[src/rtl/core_pkg.sv]
// rtl/core_pkg.sv - shared status encodings, iop bit positions and defaults for the station array
package core_pkg;

    typedef enum logic [2:0] {
        ST_FREE   = 3'b000,
        ST_WAIT_1 = 3'b001,
        ST_WAIT_2 = 3'b010,
        ST_WAIT_3 = 3'b011,
        ST_LOAD_0 = 3'b100,
        ST_LOAD_1 = 3'b101,
        ST_ALU    = 3'b110,
        ST_STORE  = 3'b111
    } status_t;

    localparam int IOP_WB_BIT    = 28;
    localparam int IOP_JSR_BIT   = 23;
    localparam int DEFAULT_DEPTH = 4;
    localparam int DEFAULT_IOP_W = 32;

    // Status an issuable entry moves to when the scheduler accepts it.
    function automatic status_t ack_next(status_t s, logic wb, logic jsr);
        case (s)
            ST_LOAD_0: ack_next = ST_WAIT_1;
            ST_LOAD_1: ack_next = wb ? ST_FREE : ST_WAIT_2;
            ST_ALU:    ack_next = jsr ? ST_STORE : ST_FREE;
            ST_STORE:  ack_next = ST_FREE;
            default:   ack_next = s;
        endcase
    endfunction

endpackage

[src/rtl/station_array_if.sv]
// rtl/station_array_if.sv - decode, load-writeback and scheduler signals of the station array
interface station_array_if #(
    parameter int DEPTH = core_pkg::DEFAULT_DEPTH,
    parameter int IOP_W = core_pkg::DEFAULT_IOP_W
);
    localparam int TAG_W = $clog2(DEPTH);

    logic             flush;
    logic             id_feed;
    logic [IOP_W-1:0] id_iop;
    logic [2:0]       id_iop_init;
    logic [15:0]      id_pc;
    logic [15:0]      id_k16;
    logic             id_ready;
    logic [TAG_W-1:0] id_tag;
    logic             lsu_wb;
    logic [TAG_W-1:0] lsu_tag;
    logic [15:0]      lsu_data;
    logic             r_valid;
    logic [TAG_W-1:0] r_tag;
    logic [2:0]       r_status;
    logic [IOP_W-1:0] r_iop;
    logic [15:0]      r_pc;
    logic [15:0]      r_k16;
    logic             r_will_complete;
    logic             sched_ack;
    logic [TAG_W:0]   occupancy;

    modport master (
        output flush, id_feed, id_iop, id_iop_init, id_pc, id_k16,
               lsu_wb, lsu_tag, lsu_data, sched_ack,
        input  id_ready, id_tag, r_valid, r_tag, r_status, r_iop, r_pc, r_k16,
               r_will_complete, occupancy
    );

    modport slave (
        input  flush, id_feed, id_iop, id_iop_init, id_pc, id_k16,
               lsu_wb, lsu_tag, lsu_data, sched_ack,
        output id_ready, id_tag, r_valid, r_tag, r_status, r_iop, r_pc, r_k16,
               r_will_complete, occupancy
    );
endinterface

[src/rtl/station_entry.sv]
// rtl/station_entry.sv - one reservation entry: status FSM plus iop/pc/k16 registers
module station_entry
    import core_pkg::*;
#(
    parameter int IOP_W = DEFAULT_IOP_W
) (
    input  logic             clk,
    input  logic             a_rst,
    input  logic             flush,
    input  logic             alloc,
    input  logic [2:0]       init,
    input  logic [IOP_W-1:0] iop_in,
    input  logic [15:0]      pc_in,
    input  logic [15:0]      k16_in,
    input  logic             wb,
    input  logic [15:0]      wb_data,
    input  logic             ack,
    output status_t          status,
    output logic [IOP_W-1:0] iop,
    output logic [15:0]      pc,
    output logic [15:0]      k16
);
    status_t next_status;

    always_ff @(posedge clk) begin
        if (a_rst || flush)
            status <= ST_FREE;
        else
            status <= next_status;
    end

    // Allocation only ever targets a FREE entry, so it cannot collide with a wait/ack transition.
    always_comb begin
        next_status = status;
        if (alloc) begin
            next_status = status_t'(init);
        end else begin
            case (status)
                ST_WAIT_1: if (wb) next_status = ST_LOAD_1;
                ST_WAIT_2: if (wb) next_status = ST_ALU;
                ST_WAIT_3: next_status = ST_STORE;
                default:   if (ack) next_status = ack_next(status, iop[IOP_WB_BIT], iop[IOP_JSR_BIT]);
            endcase
        end
    end

    always_ff @(posedge clk) begin
        if (a_rst) begin
            iop <= '0;
            pc  <= '0;
            k16 <= '0;
        end else if (!flush) begin
            if (alloc) begin
                iop <= iop_in;
                pc  <= pc_in;
                k16 <= k16_in;
            end else if (wb && status != ST_FREE) begin
                k16 <= wb_data;
            end
        end
    end
endmodule

[src/rtl/station_array.sv]
// rtl/station_array.sv - reservation station: free-slot allocation, age matrix and oldest-ready selection
module station_array
    import core_pkg::*;
#(
    parameter int  DEPTH = DEFAULT_DEPTH,
    parameter int  IOP_W = DEFAULT_IOP_W,
    localparam int TAG_W = $clog2(DEPTH)
) (
    input  logic            clk,
    input  logic            a_rst,
    station_array_if.slave  bus
);
    status_t          st     [DEPTH];
    logic [IOP_W-1:0] iop_q  [DEPTH];
    logic [15:0]      pc_q   [DEPTH];
    logic [15:0]      k16_q  [DEPTH];
    // older[i][j] = 1 when entry i was allocated before entry j
    logic [DEPTH-1:0] older  [DEPTH];
    logic [DEPTH-1:0] ready;
    logic             free_any;
    logic [TAG_W-1:0] free_tag;
    logic             sel_valid;
    logic [TAG_W-1:0] sel_tag;
    logic [TAG_W:0]   occ;
    logic             do_alloc;

    always_comb begin
        free_any = 1'b0;
        free_tag = '0;
        occ      = '0;
        for (int i = DEPTH - 1; i >= 0; i--) begin
            ready[i] = st[i][2];
            if (st[i] == ST_FREE) begin
                free_any = 1'b1;
                free_tag = TAG_W'(i);
            end else begin
                occ = occ + (TAG_W + 1)'(1);
            end
        end
    end

    // An entry is oldest-ready when no other ready entry is older than it.
    always_comb begin
        sel_valid = 1'b0;
        sel_tag   = '0;
        for (int i = DEPTH - 1; i >= 0; i--) begin
            if (ready[i] && ((ready & ~older[i] & ~(DEPTH'(1) << i)) == '0)) begin
                sel_valid = 1'b1;
                sel_tag   = TAG_W'(i);
            end
        end
    end

    assign do_alloc = bus.id_feed && free_any;

    always_ff @(posedge clk) begin
        if (a_rst || bus.flush) begin
            for (int i = 0; i < DEPTH; i++)
                older[i] <= '0;
        end else if (do_alloc) begin
            for (int j = 0; j < DEPTH; j++) begin
                older[free_tag][j] <= 1'b0;
                if (TAG_W'(j) != free_tag)
                    older[j][free_tag] <= 1'b1;
            end
        end
    end

    for (genvar g = 0; g < DEPTH; g++) begin : g_entry
        station_entry #(.IOP_W(IOP_W)) u_entry (
            .clk     (clk),
            .a_rst   (a_rst),
            .flush   (bus.flush),
            .alloc   (do_alloc && free_tag == TAG_W'(g)),
            .init    (bus.id_iop_init),
            .iop_in  (bus.id_iop),
            .pc_in   (bus.id_pc),
            .k16_in  (bus.id_k16),
            .wb      (bus.lsu_wb && bus.lsu_tag == TAG_W'(g)),
            .wb_data (bus.lsu_data),
            .ack     (bus.sched_ack && sel_valid && sel_tag == TAG_W'(g)),
            .status  (st[g]),
            .iop     (iop_q[g]),
            .pc      (pc_q[g]),
            .k16     (k16_q[g])
        );
    end

    assign bus.id_ready        = free_any;
    assign bus.id_tag          = free_tag;
    assign bus.r_valid         = sel_valid;
    assign bus.r_tag           = sel_tag;
    assign bus.r_status        = st[sel_tag];
    assign bus.r_iop           = iop_q[sel_tag];
    assign bus.r_pc            = pc_q[sel_tag];
    assign bus.r_k16           = k16_q[sel_tag];
    assign bus.r_will_complete = sel_valid &&
        (ack_next(st[sel_tag], iop_q[sel_tag][IOP_WB_BIT], iop_q[sel_tag][IOP_JSR_BIT]) == ST_FREE);
    assign bus.occupancy       = occ;
endmodule

[src/flat_wrapper.sv]
// flat-port wrapper written by rule: the top's interface ports become plain ports
module station_array_flat import core_pkg::*;
#(
    parameter int  DEPTH = DEFAULT_DEPTH,
    parameter int  IOP_W = DEFAULT_IOP_W,
    localparam int TAG_W = $clog2(DEPTH)
)
  (clk, a_rst, bus_flush, bus_id_feed, bus_id_iop, bus_id_iop_init, bus_id_pc, bus_id_k16, bus_lsu_wb, bus_lsu_tag, bus_lsu_data, bus_sched_ack, bus_id_ready, bus_id_tag, bus_r_valid, bus_r_tag, bus_r_status, bus_r_iop, bus_r_pc, bus_r_k16, bus_r_will_complete, bus_occupancy);
  station_array_if #(.DEPTH(DEPTH), .IOP_W(IOP_W)) bus_i ();
  input  logic clk;
  input  logic a_rst;
  input wire logic [$bits(bus_i.flush)-1:0] bus_flush;
  input wire logic [$bits(bus_i.id_feed)-1:0] bus_id_feed;
  input wire logic [$bits(bus_i.id_iop)-1:0] bus_id_iop;
  input wire logic [$bits(bus_i.id_iop_init)-1:0] bus_id_iop_init;
  input wire logic [$bits(bus_i.id_pc)-1:0] bus_id_pc;
  input wire logic [$bits(bus_i.id_k16)-1:0] bus_id_k16;
  input wire logic [$bits(bus_i.lsu_wb)-1:0] bus_lsu_wb;
  input wire logic [$bits(bus_i.lsu_tag)-1:0] bus_lsu_tag;
  input wire logic [$bits(bus_i.lsu_data)-1:0] bus_lsu_data;
  input wire logic [$bits(bus_i.sched_ack)-1:0] bus_sched_ack;
  output wire logic [$bits(bus_i.id_ready)-1:0] bus_id_ready;
  output wire logic [$bits(bus_i.id_tag)-1:0] bus_id_tag;
  output wire logic [$bits(bus_i.r_valid)-1:0] bus_r_valid;
  output wire logic [$bits(bus_i.r_tag)-1:0] bus_r_tag;
  output wire logic [$bits(bus_i.r_status)-1:0] bus_r_status;
  output wire logic [$bits(bus_i.r_iop)-1:0] bus_r_iop;
  output wire logic [$bits(bus_i.r_pc)-1:0] bus_r_pc;
  output wire logic [$bits(bus_i.r_k16)-1:0] bus_r_k16;
  output wire logic [$bits(bus_i.r_will_complete)-1:0] bus_r_will_complete;
  output wire logic [$bits(bus_i.occupancy)-1:0] bus_occupancy;
  assign bus_i.flush = bus_flush;
  assign bus_i.id_feed = bus_id_feed;
  assign bus_i.id_iop = bus_id_iop;
  assign bus_i.id_iop_init = bus_id_iop_init;
  assign bus_i.id_pc = bus_id_pc;
  assign bus_i.id_k16 = bus_id_k16;
  assign bus_i.lsu_wb = bus_lsu_wb;
  assign bus_i.lsu_tag = bus_lsu_tag;
  assign bus_i.lsu_data = bus_lsu_data;
  assign bus_i.sched_ack = bus_sched_ack;
  assign bus_id_ready = bus_i.id_ready;
  assign bus_id_tag = bus_i.id_tag;
  assign bus_r_valid = bus_i.r_valid;
  assign bus_r_tag = bus_i.r_tag;
  assign bus_r_status = bus_i.r_status;
  assign bus_r_iop = bus_i.r_iop;
  assign bus_r_pc = bus_i.r_pc;
  assign bus_r_k16 = bus_i.r_k16;
  assign bus_r_will_complete = bus_i.r_will_complete;
  assign bus_occupancy = bus_i.occupancy;
  station_array #(.DEPTH(DEPTH), .IOP_W(IOP_W)) u_core (.clk(clk), .a_rst(a_rst), .bus(bus_i));
endmodule
[config.mk]
export PLATFORM = sky130hd
export DESIGN_NAME = station_array_flat
export DESIGN_NICKNAME = d
export VERILOG_FILES = /design/src/rtl/core_pkg.sv /design/src/rtl/station_array_if.sv /design/src/rtl/station_entry.sv /design/src/rtl/station_array.sv /design/src/flat_wrapper.sv
export SDC_FILE = /design/constraint.sdc
export NUM_CORES = 1
export LEC_CHECK = 0
export BUFFER_PORTS_ARGS = -buffer_cell sky130_fd_sc_hd__buf_4
export CELL_PAD_IN_SITES_DETAIL_PLACEMENT = 1
export CELL_PAD_IN_SITES_GLOBAL_PLACEMENT = 2
export CORE_ASPECT_RATIO = 0.75
export CORE_MARGIN = 2
export CORE_UTILIZATION = 36
export DETAILED_ROUTE_END_ITERATION = 8
export PLACE_DENSITY = 0.89
export SYNTH_ARGS = -nofsm -noshare
export SYNTH_HDL_FRONTEND = slang
export SYNTH_SLANG_ARGS = --single-unit
export TNS_END_PERCENT = 1
[constraint.sdc]
create_clock -name clk -period 7.9 [get_ports clk]
set_clock_uncertainty 0.05 [all_clocks]
set_input_delay 0.79 -clock clk [delete_from_list [all_inputs] [get_ports clk]]
set_output_delay 0.79 -clock clk [all_outputs]
set_load 0.005 [all_outputs]
## After elaboration in Yosys (flattened, before gate mapping)

Memory sizes are Yosys's and may differ from the RTL's.
Cells that the tools add are included.

- Equality and inequality tests: 52
- $add $sub $neg: 3
- Bitwise logic cells: 26
- $lt $le $gt $ge: 3
- Multiplexer cells: 114
- Reductions and logical operators: 66

Operator list:

| operator | count |
|---|---|
| 16-bit two-way mux | 12 |
| 3-bit two-way mux | 26 |
| 16-bit binary-select mux with 2-bit select | 2 |
| 32-bit binary-select mux with 2-bit select | 1 |
| 32-bit two-way mux | 2 |
| 3-bit equality test (second input constant) | 20 |
| 3-bit case mux with 4 select lines | 5 |
| 1-bit two-way mux | 43 |
| 3-bit case mux with 3 select lines | 4 |
| 8-bit nonzero test | 4 |
| 2-bit two-way mux | 13 |
| 3-bit by 2-bit equality test with 1-bit output (second input constant) | 8 |
| 1-bit logical AND | 24 |
| 3-bit != test (second input constant) | 8 |
| 5-bit nonzero test | 4 |
| 4-bit zero test | 4 |
| 4-bit two-way mux | 4 |
| 1-bit OR | 16 |
| 2-bit AND reduction | 8 |
| 4-bit AND reduction | 4 |
| 3-bit zero test | 5 |
| 4-bit bitwise AND | 3 |
| 2-bit equality test (second input constant) | 6 |
| 3-bit by 1-bit equality test with 1-bit output (second input constant) | 4 |
| 19 further kinds | 34 |

- Input port bits: 91
- Bits in registers: 268
- RAM bits: 16
- Memories kept: 1
- Logic and storage cells: 281

Memories:

| name | words | width | rd ports | clocked after memory_dff | write ports | line | text |
|---|---|---|---|---|---|---|---|
| u_core.older | 4 | 4 | 4 | 0 | 5 | station_array.sv:18 | `logic [DEPTH-1:0] older [DEPTH];` |

## Logic depth before layout (Yosys ltp)

An unclocked memory read counts as a cell.

- Word-level depth: 17
- Mapped depth: 12

## Hierarchy

A second synthesis with hierarchy kept.

- Cell total of the unflattened synthesis: 1612
- Area, all modules: 13350.3 sq um

Modules (own cells, without submodules):

| module | times used | area each (sq um) | cells an instance |
|---|---|---|---|
| station_entry | 4 | 2790.2 | 316 |
| station_array | 1 | 2189.6 | 348 |

## Worst setup path before layout

Ideal clock, no wire load.

- Path kind: register -> output
- Start: register u_core.g_entry[2].u_entry.status[2]
- End: output port bus_r_will_complete
- Setup slack: 5254 ps
- Data required time: 7060 ps
- Arrival time: 1806 ps
- Stages on the path, launching flop included: 8
- Path through: dfxtp_1 -> inv_1 -> o2111ai_2 -> nand2_1 -> o21ai_1 -> clkbuf_1 -> a221oi_1 -> a211oi_1

- Cells in the longest elaborated chain, start to end: 15
- Elaborated cells on any way between the ends: 34

RTL lines:

| element | line | text |
|---|---|---|
| from (decl) | station_entry.sv:18 | `output status_t status,` |
| from (signal assigned) | station_entry.sv:29 | `status <= next_status;` |
| 3-bit bitwise AND | station_array.sv:47 | `if (ready[i] && ((ready & ~older[i] & ~(DEPTH'(1) << i)) == '0)) begin` |
| 4-bit zero test | station_array.sv:47 |  |
| 1-bit logical AND | station_array.sv:47 |  |
| 2-bit two-way mux (4 in series) | station_array.sv:47 |  |
| 2-bit inverter with 3-bit output (not written as such) | station_array.sv:98 | `(ack_next(st[sel_tag], iop_q[sel_tag][IOP_WB_BIT], iop_q[sel_tag][IOP_JSR_BIT]) == ST_FREE);` |
| 3-bit binary-select mux with 2-bit select or 32-bit binary-select mux with 2-bit select (tied branches) | station_array.sv:98 |  |
| 3-bit two-way mux (not written as such) or 32-bit two-way mux (tied branches) (2 in series) | n/a |  |
| 3-bit equality test, or another cell as far along | core_pkg.sv:22 | `case (s)` |
| 3-bit case mux with 4 select lines | core_pkg.sv:22 |  |
| 3-bit zero test | station_array.sv:98 |  |
| 1-bit logical AND * | station_array.sv:97 | `assign bus.r_will_complete = sel_valid &&` |
| to (decl) | flat_wrapper.sv:30 | `output wire logic [$bits(bus_i.r_will_complete)-1:0] bus_r_will_complete;` |

Mark *: on every way between the ends. The rest lies on a longest branch, timed or not. The select of a mux whose other input is x is not followed.

## Worst setup path in the final report

- Start: register u_core.g_entry[1].u_entry.status[2]
- End: output port bus_r_pc[1]

- Cells in the longest elaborated chain, start to end: 11
- Elaborated cells on any way between the ends: 18

RTL lines:

| element | line | text |
|---|---|---|
| from (decl) | station_entry.sv:18 |  |
| from (signal assigned) | station_entry.sv:29 |  |
| 3-bit bitwise AND | station_array.sv:47 |  |
| 4-bit zero test | station_array.sv:47 |  |
| 1-bit logical AND | station_array.sv:47 |  |
| 2-bit two-way mux (3 in series) | station_array.sv:47 |  |
| 2-bit two-way mux * | station_array.sv:47 |  |
| 2-bit inverter with 3-bit output (not written as such) * | station_array.sv:95 | `assign bus.r_pc = pc_q[sel_tag];` |
| 16-bit binary-select mux with 2-bit select * | station_array.sv:95 |  |
| 16-bit two-way mux (not written as such) * (2 in series) | station_array.sv:95 |  |
| to (decl) | flat_wrapper.sv:28 | `output wire logic [$bits(bus_i.r_pc)-1:0] bus_r_pc;` |

Marked as above.

==> reports/qor.csv <==
stage,metric,value,unit
run_status,status,completed,
yosys,syn_area_per_cell,7.69,µm²
yosys,synth_edf_count,0,
clock_network,root_buffer,clkbuf_16,
layout,final_nets,1769,
layout,fillerInstances,4100,
place,numPortBuffers,167,
worst_hold_path,hp-class,register to register,
grt,grt_start_max_net_pins,134,
yosys,seq_area_frac_synth,0.459,
layout,multi_input_area,6070,µm²
layout,syn_to_final_growth,19.3,%
clock_network,clock_sinks,280,
clock_network,clockBufferDepth,3,
clock_network,cts_hold_buf,0,
yosys,yosysMostFrequentCell,nand2_1,
layout,seq_area,5610,µm²
timing,drv_slew,0,
detailed_routing,dr.pass1.iters,6,
clock_network,h-tree-depth,1,
yosys,yosys.area.top_type,dfxtp_1,
grt,antenna_found_initial,1,
clock_network,cts_tree,built,
worst_setup_path,cp-end-kind,output pin,
power,powerDensity,212,nW/µm²
yosys,synth_top_area_share,0.459,
yosys,synth_area,12200,µm²
clock_network,insertion_delay,0.56,ns
worst_setup_path,critPathArrivalTime,3.60,ns
grt,grt_usage,0.234,
yosys,ys_seq_elements,280,
floorplan,dieArea,35400,µm²
floorplan,coreArea,33500,µm²
clock_network,cts_buffers,29,
place,gp_congestion,0.808,
place,dpl.hpwl,25800,µm
power,power,3090,µW
yosys,synthDistinctLibCells,46,
timing,max_freq,225,MHz
detailed_routing,viasPerCell,5.48,
worst_setup_path,startpoint_type,register,
yosys,synthArstFlopShare,0,
grt,grt_pass1_vias,11800,
timing,period_minus_slack,4.44,ns
yosys,synth_commonest_cells,"562 x nand2_1, 280 x dfxtp_1, 207 x a21oi_1, 98 x nor2_1, 87 x clkbuf_1",
layout,layout-drive-gt1-share,0.149,
yosys,synth_fp_nets,1682,
grt,gr-total-overflow,0,
detailed_routing,wl,42500,µm
detailed_routing,vias,11700,
timing,worstMarginPinSlew,1.11,ns
floorplan,fp.dieH,164,µm
timing,fin_tns_setup,0,ns
clock_network,clkTransAtPathRegs,0.07,ns
detailed_routing,drtAntennaViolNets,0,
timing,rsz0062_at_grt,no,
power,p_leak,0.00534,µW
yosys,synth_area_leaders,"dfxtp_1 46%, nand2_1 17%, a21oi_1 8.5%",
yosys,ys_warn_count,0,
detailed_routing,wl_per_cell,19.9,µm
power,peakVddDrop,144,µV
worst_setup_path,critical_path.max_fanout,35,
flow_run,cap_violations,0,
detailed_routing,drc,0,
floorplan,pin_count,168,
worst_setup_path,worstSetupPathType,register to output pin,
worst_setup_path,cp.required,7.06,ns
floorplan,row_count,58,
clock_network,postCtsSetupBuffers,0,
timing,finalSetupViolations,0,
timing,hold_viol,0,
clock_network,cts_resized,0,
grt,grt_pass1_wl,66400,µm
timing,max-slew-margin-rel,0.259,
floorplan,fp.dieW,217,µm
floorplan,start_util,0.365,
yosys,synthFlopType,dfxtp_1,
detailed_routing,drtIter0Drc,1040,
timing,fin_crit_sh,0.562,
yosys,synth_cells,1587,
metrics by stage:
stage,utilization,area (µm²),hold WS (ns),cells,worst slack (ns)
after floorplan,-,12200,0.382,1587,5.25
after global placement,0.410,13700,0.391,2093,4.14
after detailed placement,0.410,13700,0.399,2093,4.01
after CTS,0.435,14600,0.407,2140,3.40
after global routing,0.436,14600,0.421,2141,3.22
final,0.436,14600,0.406,2141,3.46
metal layers:
| metal | part of all wire | track usage | up-vias |
|---|---|---|---|
| li1 | - | - | 5641 |
| met4 | 0.016 | 0.0514 | 0 |
| met5 | 0 | 0 | - |
| met3 | 0.049 | 0.0378 | 47 |
| met2 | 0.47 | 0.391 | 275 |
| met1 | 0.47 | 0.319 | 5770 |
path summary, 6_finish.rpt:
check | start | to | slack [ns] | cells after the start
max reg2reg | u_core.g_entry[3].u_entry.status[2]$_SDFFE_PP0P_ | u_core.g_entry[2].u_entry.iop[11]$_SDFFE_PP0P_ | 4.16 | 10
min | u_core.g_entry[2].u_entry.iop[2]$_SDFFE_PP0P_ | u_core.g_entry[2].u_entry.iop[2]$_SDFFE_PP0P_ | 0.41 | 2
min reg2reg | u_core.g_entry[2].u_entry.iop[2]$_SDFFE_PP0P_ | u_core.g_entry[2].u_entry.iop[2]$_SDFFE_PP0P_ | 0.41 | 2
max | u_core.g_entry[1].u_entry.status[2]$_SDFFE_PP0P_ | bus_r_pc[1] | 3.46 | 8
where the power goes:
| group | internal [µW] | switching [µW] |
|---|---|---|
| Clock | 705 | 562 |
| Combinational | 138 | 206 |
| Sequential | 1450 | 27.5 |
logic make-up after synthesis:
kind of cell	synth area share
AND/OR/NAND/NOR	0.237
buffers and inverters	0.0503
AO/OA/AOI/OAI	0.205
flip-flops	0.459
multiplexers	0.0402
adder cells (fa/ha/maj)	0.00574
XOR/XNOR	0.00215
state kept, by name, indices dropped and copies added, names as in the netlist:
signal,cells
u_core.g_entry.u_entry.iop,128
u_core.g_entry.u_entry.status,12
u_core.g_entry.u_entry.pc,64
u_core.g_entry.u_entry.k16,64
u_core.older,12
final cells by class:
class | instances | area share
diodes | 1 | 0.000172
clock buffers | 42 | 0.0559
clock inverters | 5 | 0.00172
inverters | 15 | 0.00386
multi-input cells | 1159 | 0.417
flip-flops and latches | 280 | 0.385
well taps | 450 | 0.0386
repair buffers | 189 | 0.0985
critical path, cell delays in order, from the launching register on:
cell and delay [ns]:
dfxtp_1 0.60, inv_2 0.07, o2111ai_2 0.38, nand2_1 0.19, o21ai_4 0.88, buf_4 0.53
nand2_1 0.10, nand2_1 0.14, buf_4 0.13
placed cells by master (no fill, tap or decap), types with 3 or more instances in the layout:
cell / n
a222oi_1: 64
mux2i_1: 49
o21ai_0: 6
clkinv_2: 5
or3_1: 3
nand2b_1: 12
nor2_1: 92
nor3_1: 12
dfxtp_1: 280
nor2_4: 3
nand2b_2: 4
nand2_1: 562
clkbuf_8: 4
inv_1: 13
nor2b_4: 3
a21oi_1: 206
o21a_1: 5
and3_1: 3
a211oi_1: 58
buf_4: 187
a311oi_1: 18
clkbuf_1: 9
nor2_2: 3
ha_1: 4
xnor2_1: 3
nand3_1: 4
nor2b_1: 4
a221oi_1: 6
o22ai_1: 3
clkbuf_16: 29
Power figures use the tool's default switching activity.
